===== src/rtl/fetch_unit.sv =====
// Instruction fetch stage: drives the next PC, issues abortable requests to
// instruction memory, and owns the IF/ID pipeline register.
// Defining FETCH_PERF_CNT_EN adds the fetch/wait performance counters.
module fetch_unit #(
    parameter int N_BITS = 32
) (
    input  logic              clk,
    input  logic              reset,
    input  logic [N_BITS-1:0] pc_value_i,
    output logic [N_BITS-1:0] new_pc_o,
    input  logic              branch_taken_i,
    input  logic [N_BITS-1:0] branch_target_i,
    input  logic              jump_i,
    input  logic [N_BITS-1:0] jump_target_i,
    input  logic              stall_i,
    input  logic              flush_i,
    output logic              imem_req_o,
    output logic [N_BITS-1:0] imem_addr_o,
    input  logic [31:0]       imem_rdata_i,
    input  logic              imem_ready_i,
    output logic [31:0]       instr_o,
    output logic [N_BITS-1:0] pc_plus4_o,
    output logic              instr_valid_o,
    output logic              misalign_o
`ifdef FETCH_PERF_CNT_EN
    ,
    output logic [31:0]       fetch_count_o,
    output logic [31:0]       wait_count_o
`endif
);

    typedef enum logic [1:0] {IDLE, FETCH, WAIT} state_t;

    state_t            state, state_nxt;
    logic              active;
    logic              misaligned;
    logic              mis_cond;
    logic              mis_q;
    logic              redirect;
    logic              completion;
    logic [N_BITS-1:0] pc_inc;

    assign active     = (state == FETCH) || (state == WAIT);
    assign misaligned = (pc_value_i[1:0] != 2'b00);
    assign mis_cond   = active && misaligned;
    assign redirect   = jump_i || branch_taken_i;
    // A misaligned PC never reaches memory, so it can never complete.
    assign imem_req_o  = active && !misaligned && !reset;
    assign imem_addr_o = pc_value_i;
    assign completion  = imem_req_o && imem_ready_i && !stall_i;
    assign pc_inc      = pc_value_i + N_BITS'(4);

    // State register.
    always_ff @(posedge clk) begin
        if (reset) state <= IDLE;
        else       state <= state_nxt;
    end

    // Next-state logic; a redirect always restarts fetching at the target.
    always_comb begin
        state_nxt = state;
        case (state)
            IDLE:    state_nxt = FETCH;
            FETCH:   if (imem_req_o && !imem_ready_i) state_nxt = WAIT;
            WAIT:    if (imem_ready_i) state_nxt = FETCH;
            default: state_nxt = IDLE;
        endcase
        if (redirect) state_nxt = FETCH;
    end

    // Next PC; the PC register has no enable, so holding means echoing pc_value_i.
    always_comb begin
        new_pc_o = pc_value_i;
        if (reset)               new_pc_o = '0;
        else if (jump_i)         new_pc_o = jump_target_i;
        else if (branch_taken_i) new_pc_o = branch_target_i;
        else if (completion)     new_pc_o = pc_inc;
    end

    // IF/ID register: invalidation beats capture, capture beats stall-hold,
    // and any other cycle leaves a bubble so nothing is issued twice.
    always_ff @(posedge clk) begin
        if (reset) begin
            instr_o       <= '0;
            pc_plus4_o    <= '0;
            instr_valid_o <= 1'b0;
        end else if (redirect || flush_i || mis_cond) begin
            instr_o       <= '0;
            instr_valid_o <= 1'b0;
        end else if (completion) begin
            instr_o       <= imem_rdata_i;
            pc_plus4_o    <= pc_inc;
            instr_valid_o <= 1'b1;
        end else if (!stall_i) begin
            instr_valid_o <= 1'b0;
        end
    end

    // Misalignment flag fires once on entry, not every cycle the PC sits there.
    always_ff @(posedge clk) begin
        if (reset) begin
            mis_q      <= 1'b0;
            misalign_o <= 1'b0;
        end else begin
            mis_q      <= mis_cond;
            misalign_o <= mis_cond && !mis_q;
        end
    end

`ifdef FETCH_PERF_CNT_EN
    // Performance counters, free-running and wrapping at 2^32.
    always_ff @(posedge clk) begin
        if (reset) begin
            fetch_count_o <= '0;
            wait_count_o  <= '0;
        end else begin
            if (completion)    fetch_count_o <= fetch_count_o + 32'd1;
            if (state == WAIT) wait_count_o  <= wait_count_o + 32'd1;
        end
    end
`endif

endmodule

===== config.mk =====
export PLATFORM = sky130hd
export DESIGN_NAME = fetch_unit
export DESIGN_NICKNAME = d
export VERILOG_FILES = /design/src/rtl/fetch_unit.sv
export SDC_FILE = /design/constraint.sdc
export NUM_CORES = 1
export LEC_CHECK = 0
export ABC_AREA = 1
export CORE_MARGIN = 2
export CORE_UTILIZATION = 39
export DETAILED_ROUTE_END_ITERATION = 10
export PLACE_DENSITY_LB_ADDON = 0.05
export SYNTH_ARGS = -nofsm -noshare
export SYNTH_HDL_FRONTEND = slang
export SYNTH_SLANG_ARGS = --single-unit

===== constraint.sdc =====
create_clock -name clk -period 2.1 [get_ports clk]
set_clock_uncertainty 0.05 [all_clocks]
set_input_delay 0.315 -clock clk [delete_from_list [all_inputs] [get_ports clk]]
set_output_delay 0.315 -clock clk [all_outputs]
set_load 0.05 [all_outputs]

==> results by stage <==
Outcome:
- The flow ran to the end, but the final reports show violations.
- The checks that failed: setup timing.

Placement:
- The number of buffer cells added on primary ports is between 200 and 300.
- Summing all placed instances gives a cell area of a little under 0.009 mm².
- The placer congestion estimate is 0.956.
- Detailed placement finished with a half-perimeter wire length of approximately 15000 µm.

Synthesis:
- The share of synthesized area occupied by flip-flops and latches is 0.299.
- Summing every instance area after synthesis gives approximately 0.0046 mm².
- The area share of xor/xnor cells in the synthesized design is 0.0190.
- The top cell type's share of synthesized area is 0.299.
- The post-synthesis net count is 876.
- Yosys printed 0 warnings.
- The fraction of the mapped netlist area in simple logic gates is 0.289.
- After synthesis, the largest family of logic cells by area is simple AND/OR/NAND/NOR gates.
- The flip-flop and latch count after synthesis is between 60 and 70.
- The share of synthesized cell area in full adder, half adder and majority cells is 0.0162.
- After synthesis, the share of cell area in mux cells is 0.
- In the synthesized netlist, the number of instances is 735.
- The leading area contributor after synthesis is dfxtp_1.
- The mean post-synth cell area is around 6.3 µm².
- The complex-gate fraction of the synthesized area is 0.233.
- Ranked by total cell area, the synthesized netlist is headed by dfxtp_1, nand2_1, a21oi_1.
- The unique cell type count in the Yosys netlist is 32.

Cells and area:
- The core occupancy in the finished layout is 0.863.
- The count of nets after finishing is approximately 1200.
- The fraction of layout cells with a size suffix above 1 is 0.348.
- In the layout the commonest cells are clkdlybuf4s50_1, nand2_1, buf_4.
- The footprint of the multi-input gates is 0.00347 mm².
- Leaving out fill and tap cells, the most frequent cell in the layout is clkdlybuf4s50_1.
- The growth of design area from synthesis to finish is 114%.
- The finished cells cover 0.00989 mm².
- Across the whole layout, storage elements account for roughly 0.0014 mm².
- Counting the fill cells in the layout gives 641.

Route:
- The antenna violation net count after detailed routing is 0.
- The number of vias per cell is about 5.4.
- The first-pass iteration count of the detailed router is 5.
- The remaining routing DRC violations is 0.
- The first routing iteration left 379 violations.
- The number of vias after detailed routing is 6667.
- Dividing the detail-routed wire length by the instance count gives between 15 and 20 µm.
- The total wire length after detailed routing is approximately 22000 µm.

Pwr:
- The total power per unit cell area is between 400 and 500 mW/mm².
- The peak ir drop on the vdd network is roughly 0.6 mV.
- For this design the static power due to leakage is slightly above 4 nW.
- The share of total power consumed by net switching is 0.339.
- The switching power total is around 1.5 mW.
- The share of total power in sequential cells is 0.305.
- Of the total power, combinational logic draws 0.355.
- Of the total power, the clock network draws 0.340.
- The total power of the final layout is 4.32 mW.
- The internal power of the cells totals 2.85 mW.

Global route:
- Entering global routing, the biggest net connects 38 pins.
- For this run the aggregate overflow at the end of global routing stands at 0.
- In the global route stage, overall resource usage came out at 0.325.
- The global-route wire length before repair is around 33000 µm.
- The number of global-route vias before repair was 6720.
- The initial antenna violation count is 2.

Critical path:
- In this run the critical register-to-register path is launched from state[1].
- Walking the worst path, the cells encountered are inv_2 > ha_4 > nand3_4 > clkinv_8 > nand2_8 > inv_12 > or2_2 > nand3_2 > a21oi_4 > buf_12.
- Counting both buffers and inverters, the worst setup path holds a total of 4.
- The nature of the critical path startpoint is a flip-flop.
- The first element of the critical path is state[0].
- The critical register-to-register path endpoint is pc_plus4_o[16].
- The slowest stage cell on the critical path is dfxtp_2.
- On the worst path, the slowest cell contributes a delay of between 300 and 400 ps.
- STA classifies the critical path endpoint as an output port.
- The family with the most delay on the worst path is simple AND/OR/NAND/NOR gates.
- Across all register-to-register paths, the minimum setup slack is -80 ps.
- The critical path data required time is 1740 ps.
- The critical path in this run is classified as reg2out.
- Data arrives at the worst endpoint at between 2000 and 2500 ps.
- Measured in cells, the most critical reg-to-reg path has a length of 12.
- Of all nets on the critical path, the largest fanout is 9.

Min path:
- The worst hold endpoint is misalign_o.
- The startpoint identified for the worst hold timing path is mis_q.
- Counting instances, the worst hold path has a depth of 1.
- The path class of the lowest-slack min-delay path is reg2reg.

Clocking:
- TritonCTS built the clock tree.
- The H-tree generated during clock tree synthesis spans 3 levels.
- The number of buffers added by the clock tree synthesis step is 9.
- The insertion delay to the later sink of the worst-skew pair is about 340 ps.
- In this run the deepest clock path goes through 2 buffers.
- The clock-pin slew on the worst setup and hold paths is around 60 ps.
- The tree is rooted in a clkbuf_16.
- Counting every sink on the clock net gives 69.

Flow run:
- Across the run, the number of max-cap violations was 0.

Floorplan:
- between 200 and 300 I/O pins were placed.
- The floorplan step set the die width to between 100 and 150 µm.
- The area of the die is ~0.013 mm².
- The height of the chip is around 110 µm.
- The placement row count is 39.
- The floorplan step defined a core boundary enclosing about 0.011 mm².
- For this configuration, the core starts out at a cell density of 0.403.

Timing:
- Derived from the worst setup path, the maximum achievable clock frequency is between 400 and 500 MHz.
- After layout, the worst setup slack is -303 ps.
- Setup repair after global routing could not meet its margin everywhere.
- At the pin with the least slew margin, the transition time is between 500 and 600 ps.
- The setup-violating endpoint count in the final report is a little over 40.
- The number of hold violations in the final report was 0.
- Dividing the final minimum period by the clock period gives 1.14.
- The number of slew-limit violations in the final report came to 0.
- Headroom to the max-slew limit came out at 0.617.
- The post-route minimum period is roughly 2400 ps.
==> synthesized netlist by cell type, drive strengths merged <==
cell	number
a211oi	1
a21oi	120
a22oi	1
a31oi	1
buf	48
clkbuf	22
dfxtp	69
ha	6
inv	62
nand2	195
nand3	46
nand3b	1
nand4	1
nor2	71
nor3	2
o211ai	15
o21a	4
o21ai	51
o221ai	6
or2	3
xnor2	2
xor2	8
==> layer usage <==
metal	part of all wire	global-route usage	wire length, µm	up-vias
met3	0.087	0.0953	1910	84
met4	0.047	0.169	1030	0
li1	-	-	-	3080
met5	0	0	0	-
met2	0.50	0.560	10900	344
met1	0.37	0.361	8140	3159
==> cell families (layout without fill, tap and decap cells) <==
logic type | count (synthesis) | after routing
simple gates | 319 | 321
buf+inv | 132 | 477
flops | 69 | 69
other cells | 0 | 2
xor+xnor | 10 | 10
fa+ha+maj | 6 | 6
compound gates | 199 | 199
==> worst max path at each step <==
| stage | end | slack, ps | depth (start not counted) |
|---|---|---|---|
| 6_report | new_pc_o[9] | -300 | 10 |
| 2_1_floorplan | new_pc_o[13] | 10 | 10 |
| 4_1_cts | new_pc_o[9] | -330 | 10 |
| 5_1_grt | new_pc_o[31] | -380 | 10 |
| 3_5_place_dp | new_pc_o[30] | -710 | 11 |
| 3_3_place_gp | new_pc_o[30] | -660 | 11 |
==> cell type report <==
cell class / instances / share of cell area
clock inverters: 7 / 0.00582
flip-flops and latches: 69 / 0.140
diodes: 2 / 0.000506
repair buffers: 398 / 0.435
clock buffers: 9 / 0.0228
repair inverters: 1 / 0.00114
multi-input cells: 536 / 0.351
well taps: 143 / 0.0181
inverters: 62 / 0.0263
==> per-stage QoR <==
stage | std cells | hold slack (ps) | setup TNS [ps] | setup slack [ps]
3_5_place_dp | 1195 | 344 | -26060 | -713
4_1_cts | 1218 | 353 | -8440 | -326
3_3_place_gp | 1195 | 327 | -21820 | -659
6_report | 1227 | 349 | -7680 | -303
2_1_floorplan | 735 | 323 | 0 | 14.6
5_1_grt | 1227 | 353 | -11160 | -384
==> worst reg2reg max path: stages (launching register included) <==
cell and delay [ps]:
dfxtp_4 360, inv_4 40, ha_4 270, nand3_4 100
clkinv_8 100, nand2_8 120, buf_6 160, buf_12 150
nor2_8 210, buf_12 190, nand3_2 110, o211ai_1 110
inv_1 80
==> flip-flops by register name, indices dropped and copies added (netlist names) <==
| register | cells |
|---|---|
| state | 2 |
| misalign_o | 1 |
| pc_plus4_o | 32 |
| instr_o | 32 |
| mis_q | 1 |
| instr_valid_o | 1 |
==> power groups by stage <==
stage | clock network [mW] | logic (mW) | registers [mW]
final | 1.47 | 1.53 | 1.32
after global routing | 1.54 | 1.59 | 1.32
after CTS | 1.50 | 1.48 | 1.32
after detailed placement | 0 | 1.41 | 1.35
after global placement | 0 | 1.39 | 1.35
after floorplan | 0 | 0.669 | 1.36
==> what timing repair did <==
action / CTS / global route
endpoints found under the setup margin: 45 / 45
setup buffers: 3 / 6
gates cloned: 4 / 1
resized for setup: 113 / 80
hold buffers: 0 / 0
pin swaps: 23 / 25
Note: power is estimated with default switching activity, not from simulation.
